`config.mk`:
```
export PLATFORM = sky130hd
export DESIGN_NAME = serial_adder_ctrl
export DESIGN_NICKNAME = d
export VERILOG_FILES = /design/src/rtl/serial_adder_pkg.sv /design/src/rtl/serial_fa_cell.sv /design/src/rtl/serial_adder_ctrl.sv
export SDC_FILE = /design/constraint.sdc
export NUM_CORES = 1
export LEC_CHECK = 0
export ABC_AREA = 1
export BUFFER_PORTS_ARGS = -buffer_cell sky130_fd_sc_hd__buf_2
export CAP_MARGIN = 20
export CORE_MARGIN = 3
export CORE_UTILIZATION = 39
export CTS_CLUSTER_DIAMETER = 150
export DETAILED_ROUTE_END_ITERATION = 16
export SLEW_MARGIN = 20
export SYNTH_ARGS = -nofsm -noshare
export SYNTH_HDL_FRONTEND = slang
export SYNTH_SLANG_ARGS = --single-unit
```
`constraint.sdc`:
```
create_clock -name clk -period 1.35 [get_ports clk]
set_input_delay 0.0675 -clock clk [delete_from_list [all_inputs] [get_ports clk]]
set_output_delay 0.0675 -clock clk [all_outputs]
set_load 0.03 [all_outputs]
```
`src/rtl/serial_adder_pkg.sv`:
```
// Shared types and helpers for the bit-serial adder.
// Optional overflow output is enabled with SERIAL_ADDER_OVF_EN.
package serial_adder_pkg;

  localparam int DEF_WIDTH = 8;

  typedef enum logic [1:0] {
    IDLE,
    ADD,
    DONE
  } state_t;

  // Bits needed to count 0..w-1, never less than one.
  function automatic int cnt_width(input int w);
    int r;
    r = 1;
    for (int i = 1; i < 31; i++) begin
      if ((1 << i) < w) r = i + 1;
    end
    return r;
  endfunction

endpackage

```
`src/rtl/serial_fa_cell.sv`:
```
// Single-bit full adder used as the datapath of the serial adder.
// Purely combinational.
module serial_fa_cell (
  input  logic a,
  input  logic b,
  input  logic cin,
  output logic sum,
  output logic cout
);

  logic p;

  assign p    = a ^ b;
  assign sum  = p ^ cin;
  assign cout = (a & b) | (cin & p);

endmodule

```
`src/rtl/serial_adder_ctrl.sv`:
```
// Bit-serial WIDTH-bit adder: one full-adder bit per clock, LSB first.
// Define SERIAL_ADDER_OVF_EN to add the two's-complement ovf output.
module serial_adder_ctrl
  import serial_adder_pkg::*;
#(
  parameter int WIDTH = DEF_WIDTH
) (
  input  logic             clk,
  input  logic             rst,
  input  logic             start,
  input  logic [WIDTH-1:0] a_in,
  input  logic [WIDTH-1:0] b_in,
  input  logic             cin,
  output logic             busy,
  output logic             done,
  output logic [WIDTH-1:0] sum_out,
  output logic             cout_out
`ifdef SERIAL_ADDER_OVF_EN
  ,
  output logic             ovf
`endif
);

  localparam int CW = cnt_width(WIDTH);
  localparam logic [CW-1:0] LAST = CW'(WIDTH - 1);

  state_t           state;
  logic [WIDTH-1:0] a_sr;
  logic [WIDTH-1:0] b_sr;
  logic [WIDTH-1:0] sum_sr;
  logic [WIDTH-1:0] sum_nxt;
  logic             carry;
  logic [CW-1:0]    cnt;
  logic             fa_sum;
  logic             fa_cout;

  serial_fa_cell u_fa (
    .a    (a_sr[0]),
    .b    (b_sr[0]),
    .cin  (carry),
    .sum  (fa_sum),
    .cout (fa_cout)
  );

  // New sum bit enters at the MSB as older bits move toward the LSB.
  assign sum_nxt = (sum_sr >> 1) | {fa_sum, {(WIDTH-1){1'b0}}};

  // Control FSM plus shift datapath; all outputs are registered.
  always_ff @(posedge clk) begin
    if (rst) begin
      state    <= IDLE;
      busy     <= 1'b0;
      done     <= 1'b0;
      sum_out  <= '0;
      cout_out <= 1'b0;
      a_sr     <= '0;
      b_sr     <= '0;
      sum_sr   <= '0;
      carry    <= 1'b0;
      cnt      <= '0;
`ifdef SERIAL_ADDER_OVF_EN
      ovf      <= 1'b0;
`endif
    end else begin
      unique case (state)
        IDLE: begin
          done <= 1'b0;
          if (start) begin
            a_sr   <= a_in;
            b_sr   <= b_in;
            carry  <= cin;
            cnt    <= '0;
            sum_sr <= '0;
            busy   <= 1'b1;
            state  <= ADD;
          end
        end
        ADD: begin
          sum_sr <= sum_nxt;
          a_sr   <= a_sr >> 1;
          b_sr   <= b_sr >> 1;
          carry  <= fa_cout;
          if (cnt == LAST) begin
            sum_out  <= sum_nxt;
            cout_out <= fa_cout;
`ifdef SERIAL_ADDER_OVF_EN
            // carry here is the carry into the MSB
            ovf      <= carry ^ fa_cout;
`endif
            busy     <= 1'b0;
            done     <= 1'b1;
            state    <= DONE;
          end else begin
            cnt <= cnt + CW'(1);
          end
        end
        DONE: begin
          done  <= 1'b0;
          state <= IDLE;
        end
        default: begin
          busy  <= 1'b0;
          done  <= 1'b0;
          state <= IDLE;
        end
      endcase
    end
  end

endmodule

```
==> results of run 1 <==
## power by group through the flow
stage                     clock [W]  sequential (W)  combinational (W)
after floorplan                   0         0.00129           0.000255
after global placement            0         0.00129           0.000326
after detailed placement          0         0.00129           0.000325
after CTS                   0.00102         0.00126           0.000327
after global routing        0.00106         0.00127           0.000369
final                      0.000992         0.00126           0.000322
## through the flow
stage	worst slack [ps]	setup TNS (ps)	cell area [sq um]	util	total power, W
2_1_floorplan	134.7	0	1827	-	0.001542
3_3_place_gp	50.19	0	2022	0.4550	0.001617
3_5_place_dp	16.10	0	2022	0.4550	0.001617
4_1_cts	6.893	0	2138	0.4811	0.002611
5_1_grt	-11.40	-40.55	2158	0.4856	0.002700
6_report	84.63	0	2158	0.4856	0.002579
## logic make-up after synthesis
kind of cell / after synthesis / share of synthesized area
and+or+nand+nor: 114 / 0.3110
DFF: 40 / 0.4384
AOI/OAI and AO/OA: 38 / 0.1075
buffers and inverters: 37 / 0.1116
adders and majority gates: 4 / 0.03151
## final cells by class
cell class                      instances  share of cell area
Multi-Input combinational cell        156              0.3832
Sequential cell                        40              0.3710
Timing Repair Buffer                   43              0.1206
Inverter                               23             0.04116
Clock buffer                            5             0.03188
Tap cell                               52             0.03014
Clock inverter                          3             0.02203
## flip-flops by register name, indices dropped and copies added (netlist names)
name      flops
cout_out      1
b_sr          8
sum_out       8
done          1
busy          1
cnt           3
carry         1
state         2
sum_sr        7
a_sr          8
## final timing paths
kind | end | slack, ps
worst min register to register | busy$_SDFFE_PP0P_ | 470
worst max-delay path | sum_out[3]$_SDFFE_PP0P_ | 80
worst min-delay path | b_sr[7]$_SDFFE_PP0P_ | 20
worst max register to register | sum_out[3]$_SDFFE_PP0P_ | 80
## worst reg2reg max path: cells and delay by family, from the launching register on
family	cells	cell delay, ps
AO/OA/AOI/OAI	1	140
adder cells (fa/ha/maj)	2	400
buffers and inverters	2	210
flip-flops	1	320
AND/OR/NAND/NOR	2	100
## cells in the mapped netlist (all sizes together)
cell type / number
a21oi: 21
buf: 11
clkbuf: 3
clkinv: 1
dfxtp: 40
fa: 1
ha: 3
inv: 22
nand2: 38
nand3: 35
nand3b: 13
nor2: 27
nor3: 1
o21ai: 12
o22ai: 5
## per-layer routing
metal	track usage	share of wire	wire, um
met4	0.06522	0.020	76
met1	0.2005	0.48	1817
met2	0.2371	0.47	1785
met5	0	0	0
met3	0.04054	0.037	143
## repair_timing
item                                   CTS  global route
setup endpoints to repair                0            10
gates resized for setup                  0             5
endpoints found under the hold margin    0             0
setup buffers                            0             2
==> flow_summary.json, run 1 <==
{
  "status": "completed",
  "avgRoutedWirePerCell_um": 11.87,
  "arrival_ps": 1460,
  "p_leak_nw": 1.017,
  "antenna_cells": 0,
  "final_cells": 322,
  "drt_iter0_markers": 103,
  "syn_area_sq_um": 1827,
  "seq_area_sq_um": 800.8,
  "cp-start-kind": "flip-flop",
  "cp_slowest_cell": "dfxtp_1",
  "power_density_nw_per_um2": 1195,
  "yosysSeqAreaShare": 0.4384,
  "fin_worst_skew_ps": 8.662,
  "reg2reg_depth": 7,
  "cp.depth": 7,
  "final_cell_mix": "dfxtp_1, nand2_1, nand3_1, buf_2, nor2_1",
  "core_sq_um": 4444,
  "dieWidth_um": 74.44,
  "netSwitchingPower_w": 0.0006469,
  "ys_types": 28,
  "drcViolationCount": 0,
  "fillers": 468,
  "clk_path_buf_depth": 2,
  "cts_tree": "done",
  "num_vias": 1564,
  "slew_headroom": 0.7024,
  "portBuffers": 30,
  "cts_buffers": 5,
  "hpwl_um": 2654,
  "grt_pass1_vias": 1461,
  "area_growth_pct": 18.15,
  "die_h_um": 74.44,
  "path_clk_slew_ps": 80,
  "synthCells": 233,
  "drv_slew": 0,
  "cts_root_buffer": "clkbuf_8",
  "die-area_sq_um": 5541,
  "min_path_type": "in -> reg",
  "synth_nets": 257,
  "ys_top_cells_by_area": "dfxtp_1, nand3_1, nand2_1",
  "reg2reg_from": "cnt[0]$_SDFFE_PP0P_",
  "yosysTopAreaCell": "dfxtp_1",
  "ys_ff_latch": 40,
  "end_kind": "flip-flop",
  "hold_ws_ps": 16.23,
  "track_usage": 0.1528,
  "clockPowerShare": 0.385,
  "synth_top_area_share": 0.4384,
  "grt_max_degree": 24,
  "holdBufCountCts": 0,
  "hold_viol_final": 0,
  "synth_warnings": 0,
  "p_int_w": 0.001932,
  "startpoint": "cnt[0]$_SDFFE_PP0P_",
  "setup.worst_path.class": "reg -> reg",
  "final_common_cell": "dfxtp_1",
  "cp_num_buf_inv": 2,
  "avgSynthCellArea_sq_um": 7.840,
  "drv_cap": 0,
  "nets": 293,
  "ios": 31,
  "hold_path_depth": 3,
  "clock_sinks": 40,
  "clk_latency_ps": 300,
  "rsz0062_at_grt": "true",
  "crit_fanout": 5,
  "multi_input_area_sq_um": 827.0,
  "seq_power_share": 0.490,
  "grt_pass1_wl_um": 6486,
  "gp_congestion": 0.7714,
  "antenna_found_initial": 0,
  "period_needed_ps": 1265,
  "placedCellCount": 312,
  "layout-drive-gt1-share": 0.2333,
  "fin_crit_sh": 0.9373,
  "ant_nets": 0,
  "crit_required_ps": 1550,
  "drt-pass1-iter-count": 4,
  "fmax_mhz": 790.3,
  "gr-total-overflow": 0,
  "num_rows": 24,
  "holdCritStartpoint": "b_in[7]",
  "h-tree-depth": 2,
  "viasPerCell": 4.857,
  "critPathTopFamily": "adder cells",
  "critPathMaxStageDelay_ps": 320,
  "swShare": 0.2509,
  "tightest_slew_ps": 443.7,
  "cp_cell_sequence": "ha_1 > ha_2 > inv_2 > nor2_4 > buf_4 > o21ai_0 > nor2_1",
  "power_frac_comb": 0.125,
  "setup_viol": 0,
  "drt_wl_total_um": 3823,
  "vdd_drop_max_uv": 699.0,
  "start_util": 0.4110
}
Power figures use the tool's default switching activity.
==> inputs of run 2 (changes only) <==
Settings changed: CTS_BUF_LIST from default to sky130_fd_sc_hd__clkbuf_4.
==> run 2 against run 1 <==
Net effect:
- count of clock-buffer cells in the layout unchanged
- final cell count increased by 0.31%
- via count is 0.45% lower
- combinational power increased by 2%
==> flow_summary.json, run 2 (synthesized netlist as in run 1, its figures left out) <==
{
  "status": "completed",
  "antenna_cells": 0,
  "slew_headroom": 0.6911,
  "hold_viol_final": 0,
  "grt_max_degree": 24,
  "antenna_found_initial": 0,
  "final_cells": 323,
  "power_density_nw_per_um2": 1126,
  "cts_root_buffer": "clkbuf_4",
  "arrival_ps": 1520,
  "reg_top3": "a_sr: 8 flops, b_sr: 8 flops, sum_out: 8 flops",
  "clockPowerShare": 0.339,
  "h-tree-depth": 2,
  "grt_pass1_wl_um": 6486,
  "gp_congestion": 0.7714,
  "min_to": "a_sr[2]$_SDFFE_PP0P_",
  "crit_required_ps": 1610,
  "p_int_w": 0.001777,
  "reg2reg_depth": 6,
  "num_vias": 1557,
  "grt_pass1_vias": 1456,
  "critPathTopFamily": "adder cells",
  "path_clk_slew_ps": 120,
  "p_leak_nw": 1.008,
  "min_path_type": "in -> reg",
  "drv_cap": 0,
  "drt_iter0_markers": 119,
  "r2r_slack_ps": 90,
  "dieWidth_um": 74.44,
  "swShare": 0.2633,
  "critPathMaxStageDelay_ps": 340,
  "utilization": 0.4820,
  "cp_slowest_cell": "dfxtp_2",
  "fmax_mhz": 791.4,
  "clock_sinks": 40,
  "ant_nets": 0,
  "r2r_end": "cnt[0]$_SDFFE_PP0P_",
  "final_cell_mix": "dfxtp_1, nand2_1, nand3_1, buf_2, nor2_1",
  "setup.worst_path.class": "reg -> reg",
  "fin_area_sq_um": 2142,
  "holdCritStartpoint": "a_in[2]",
  "cp_cell_sequence": "ha_1 > ha_1 > a21oi_1 > nand2_1 > nor2_1 > nor2_1",
  "tightest_slew_ps": 460.5,
  "crit_fanout": 3,
  "vdd_drop_max_uv": 531.4,
  "track_usage": 0.1536,
  "hold_path_depth": 5,
  "fillers": 468,
  "area_growth_pct": 17.26,
  "fin_crit_sh": 0.9360,
  "num_rows": 24,
  "clk_latency_ps": 360,
  "fin_worst_skew_ps": 13.09,
  "cp_num_buf_inv": 0,
  "multi_input_area_sq_um": 827.0,
  "portBuffers": 30,
  "cp-start-kind": "flip-flop",
  "viasPerCell": 4.820,
  "drt-pass1-iter-count": 4,
  "cp.depth": 6,
  "power_frac_comb": 0.136,
  "avgRoutedWirePerCell_um": 11.88,
  "hpwl_um": 2654,
  "drcViolationCount": 0,
  "drt_wl_total_um": 3836,
  "end_kind": "flip-flop",
  "netSwitchingPower_w": 0.0006351,
  "final_common_cell": "dfxtp_1",
  "seq_area_sq_um": 803.3,
  "layout-drive-gt1-share": 0.2362,
  "gr-total-overflow": 0,
  "die_h_um": 74.44,
  "power_w": 0.002412,
  "setup_viol": 0,
  "clk_path_buf_depth": 2,
  "die-area_sq_um": 5541,
  "ios": 31,
  "seq_power_share": 0.525,
  "reg2reg_from": "cnt[0]$_SDFFE_PP0P_",
  "start_util": 0.4110,
  "dpl_cell_area_sq_um": 2022,
  "cts_buffers": 5,
  "drv_slew": 0,
  "nets": 294,
  "period_needed_ps": 1264,
  "cts_tree": "done",
  "placedCellCount": 312,
  "core_sq_um": 4444
}
run 2: changes by cell type in the layout (fill, tap and decap cells not counted), sizes merged:
cell | previous run | this run
buf | 43 | 42
dlygate4sd3 | 0 | 2
run 2: layout make-up:
type                    instances  area share
flip-flops and latches         40      0.3750
inverters                      23     0.04147
well taps                      52     0.03037
clock inverters                 3     0.02220
clock buffers                   5     0.01752
multi-input cells             156      0.3861
repair buffers                 44      0.1273
run 2: layer usage:
layer | share of wire | vias up | GRT usage | wire length (um)
li1 | - | 842 | - | -
met1 | 0.49 | 689 | 0.2022 | 1877
met3 | 0.037 | 4 | 0.05541 | 141
met5 | 0 | - | 0 | 0
met2 | 0.46 | 22 | 0.2332 | 1759
met4 | 0.015 | 0 | 0.05336 | 57
run 2: worst register-to-register path, cell delays in order, from the launching register on:
cell and delay, ps:
dfxtp_2 340, ha_1 210, ha_1 220, a21oi_1 140
nand2_1 100, nor2_1 100, nor2_1 50
run 2: how the worst max path moves through the flow:
stage,to,from
global route,sum_out[0]$_SDFFE_PP0P_,cnt[0]$_SDFFE_PP0P_
floorplan,sum_out[7]$_SDFFE_PP0P_,cnt[0]$_SDFFE_PP0P_
detailed placement,sum_out[7]$_SDFFE_PP0P_,cnt[0]$_SDFFE_PP0P_
global placement,sum_out[4]$_SDFFE_PP0P_,cnt[0]$_SDFFE_PP0P_
finish,cnt[0]$_SDFFE_PP0P_,cnt[0]$_SDFFE_PP0P_
CTS,sum_out[7]$_SDFFE_PP0P_,cnt[0]$_SDFFE_PP0P_
run 2: power groups by stage:
stage                     Clock [W]  Combinational, W  Sequential [W]
after floorplan                   0          0.000255         0.00129
after global placement            0          0.000326         0.00129
after detailed placement          0          0.000325         0.00129
final                      0.000818          0.000327         0.00127
after CTS                  0.000838          0.000331         0.00127
after global routing       0.000887          0.000374         0.00127
run 2: per-stage QoR:
step / hold slack, ps / setup slack (ps) / TNS, ps
6_report: 39.35 / 86.38 / 0
5_1_grt: 49.05 / -0.1810 / -0.1810
4_1_cts: 35.10 / 4.531 / 0
3_5_place_dp: 329.1 / 16.10 / 0
3_3_place_gp: 330.6 / 50.19 / 0
2_1_floorplan: 210.4 / 134.7 / 0
run 2: what timing repair did:
item                                    4_1_cts  5_1_grt
buffers inserted                              0        1
endpoints found under the hold margin         2        0
endpoints found under the setup margin        0       10
gates resized for setup                       0        8
hold buffers                                  2        0
==> inputs of run 3 (changes only) <==
Settings changed: SYNTH_HIERARCHICAL from default to 1.
==> run 3 against run 2 <==
Net effect:
- routed wire length is 5.2% lower
- total power is 9.9% lower
- sequential share of layout area is 1.7 points higher
- count of clock-buffer cells in the layout stayed put
- sequential cell count stayed put
- highest routed layer unchanged
- critical path type unchanged
- clock power is 28% lower
- final cell count is 1.2% lower
==> flow_summary.json, run 3 <==
{
  "status": "completed",
  "swShare": 0.2847,
  "avgSynthCellArea_sq_um": 7.448,
  "fmax_mhz": 793.1,
  "synth_fa_ha_area_frac": 0.03345,
  "grt_pass1_wl_um": 6534,
  "synth_warnings": 6,
  "async_flop_share": 0,
  "power_frac_comb": 0.141,
  "yosysMostFrequentCell": "nand2_1",
  "viasPerCell": 4.762,
  "seq_area_sq_um": 804.5,
  "clk_latency_ps": 340,
  "fillers": 426,
  "period_needed_ps": 1261,
  "cts_buffers": 5,
  "ios": 31,
  "synthCells": 231,
  "num_vias": 1519,
  "drcViolationCount": 0,
  "clock_sinks": 40,
  "layout-drive-gt1-share": 0.2602,
  "routed-wl-met2_um": 1672,
  "highest_layer": "met4",
  "yosysSeqAreaShare": 0.4655,
  "drv_cap": 0,
  "drt_iter0_markers": 60,
  "synth_top_family_by_area": "simple AND/OR/NAND/NOR gates",
  "wl_met1_um": 1755,
  "cts_root_buffer": "clkbuf_4",
  "cp_slowest_cell": "dfxtp_2",
  "hold_viol_final": 0,
  "multi_input_area_sq_um": 815.8,
  "yosysTopAreaCell": "dfxtp_1",
  "synth-edff-count": 0,
  "final_common_cell": "nand2_1",
  "start_util": 0.4181,
  "syn_area_sq_um": 1720,
  "cp_cell_sequence": "ha_4 > ha_4 > inv_2 > nor2_4 > inv_2 > buf_12 > nand3_1 > o21ai_0",
  "grt_pass1_vias": 1540,
  "cp-start-kind": "flip-flop",
  "drt_wl_total_um": 3636,
  "vdd_drop_max_uv": 625.5,
  "synthSimpleGateAreaFrac": 0.3018,
  "end_kind": "flip-flop",
  "synth-compound-area-share": 0.1178,
  "netSwitchingPower_w": 0.0006189,
  "tightest_slew_ps": 259.6,
  "ys_types": 22,
  "reg_top3": "a_sr: 8 flops, b_sr: 8 flops, sum_out: 8 flops",
  "path_clk_slew_ps": 120,
  "critPathTopFamily": "flip-flops",
  "core_sq_um": 4115,
  "synth_nets": 255,
  "grt_max_degree": 37,
  "fin_area_sq_um": 2054,
  "yosys-mux-area-fraction": 0,
  "final_cell_mix": "nand2_1, nor2_1, dfxtp_1, buf_2, o21ai_0",
  "dpl_cell_area_sq_um": 1924,
  "nets": 292,
  "area_growth_pct": 19.42,
  "fin_crit_sh": 0.9340,
  "cts_tree": "done",
  "num_rows": 23,
  "p_int_w": 0.001555,
  "synth_ff_type": "dfxtp_1",
  "setup.worst_path.class": "reg -> reg",
  "slew_headroom": 0.8267,
  "ys_top_cells_by_area": "dfxtp_1, nand2_1, nor2_1",
  "power_density_nw_per_um2": 1058,
  "track_usage": 0.1545,
  "arrival_ps": 1500,
  "setup_viol": 0,
  "seq_power_share": 0.588,
  "antenna_cells": 0,
  "synth_top_area_share": 0.4655,
  "min_path_type": "in -> reg",
  "avgRoutedWirePerCell_um": 11.40,
  "antenna_found_initial": 0,
  "hpwl_um": 2400,
  "die_h_um": 72.42,
  "power_w": 0.002174,
  "synth_xor_area_frac": 0,
  "clockPowerShare": 0.270,
  "crit_fanout": 13,
  "cp_num_buf_inv": 3,
  "crit_required_ps": 1590,
  "h-tree-depth": 2,
  "dieWidth_um": 72.42,
  "critPathMaxStageDelay_ps": 370,
  "gp_congestion": 0.7454,
  "gr-total-overflow": 0,
  "fin_worst_skew_ps": 11.44,
  "p_leak_nw": 0.9601,
  "drv_slew": 0,
  "ant_nets": 0,
  "drt-pass1-iter-count": 4,
  "wl_met3_um": 172,
  "clk_path_buf_depth": 2,
  "portBuffers": 30,
  "ys_ff_latch": 40,
  "die-area_sq_um": 5244,
  "yosys-top-cells-count": "nand2_1, nor2_1, dfxtp_1, o21ai_0, nand2_2"
}
[run 3: cell count changes after synthesis, sizes merged, moves of 3 or more]
cell,previous run,this run
a21oi,21,8
nand3b,13,0
nor2,27,46
o21ai,12,30
inv,22,10
o22ai,5,2
nand3,35,9
nand2,38,69
[run 3: area by class of cell]
| cell class | instances | area share |
|---|---|---|
| multi-input combinational | 168 | 0.3971 |
| sequential | 40 | 0.3916 |
| timing repair buffer | 42 | 0.1328 |
| tap | 50 | 0.03045 |
| inverter | 11 | 0.02314 |
| clock buffer | 5 | 0.01827 |
| clock inverter | 3 | 0.006699 |
[run 3: timing repair]
action / CTS / global route
hold endpoints to repair: 7 / 0
buffers inserted: 0 / 1
resized for setup: 3 / 11
setup endpoints to repair: 9 / 25
cloned: 0 / 0
pin swaps: 1 / 1
hold buffers: 3 / 0
[run 3: final timing paths]
check / end / cells after the start / slack, ps / startpoint
hold reg to reg: busy$_SDFFE_PP0P_ / 2 / 470 / busy$_SDFFE_PP0P_
setup / recovery: sum_out[7]$_SDFFE_PP0P_ / 8 / 90 / cnt[0]$_SDFFE_PP0P_
setup reg to reg: sum_out[7]$_SDFFE_PP0P_ / 8 / 90 / cnt[0]$_SDFFE_PP0P_
hold / removal: b_sr[3]$_SDFFE_PP0P_ / 5 / 20 / b_in[3]
[run 3: worst reg2reg max path, delay by kind of cell (launching register included)]
kind	cells	cell delay, ps
AO/OA/AOI/OAI	1	80
adder cells (fa/ha/maj)	2	280
buffers and inverters	3	250
flip-flops	1	370
AND/OR/NAND/NOR	2	190
[run 3: logic make-up (layout without fill, tap and decap cells)]
logic type	count (synthesis)	after routing
compound gates	40	40
fa+ha+maj	4	4
buf+inv	23	61
flops	40	40
simple gates	124	124
[run 3: metal layers]
metal / up-vias / GRT usage
li1: 803 / -
met1: 681 / 0.1916
met2: 31 / 0.2599
met3: 4 / 0.03740
met4: 0 / 0.05738
met5: - / 0
[run 3: through the flow]
step / std cells / setup TNS, ps / util / setup slack [ps] / hold WS (ps)
floorplan: 231 / 0 / - / 70.93 / 214.8
global placement: 307 / 0 / 0.4676 / 26.16 / 330.1
detailed placement: 307 / -4.760 / 0.4676 / -3.365 / 328.4
CTS: 318 / 0 / 0.4886 / 7.489 / 4.020
global route: 319 / -8.619 / 0.4992 / -4.834 / 13.93
finish: 319 / 0 / 0.4992 / 89.14 / 18.45
[run 3: power by group through the flow]
| stage | registers, W | logic, W | clock network [W] |
|---|---|---|---|
| after CTS | 0.00128 | 0.000308 | 0.000613 |
| after floorplan | 0.00130 | 0.000226 | 0 |
| final | 0.00128 | 0.000307 | 0.000588 |
| after global placement | 0.00130 | 0.000299 | 0 |
| after global routing | 0.00129 | 0.000359 | 0.000663 |
| after detailed placement | 0.00130 | 0.000300 | 0 |
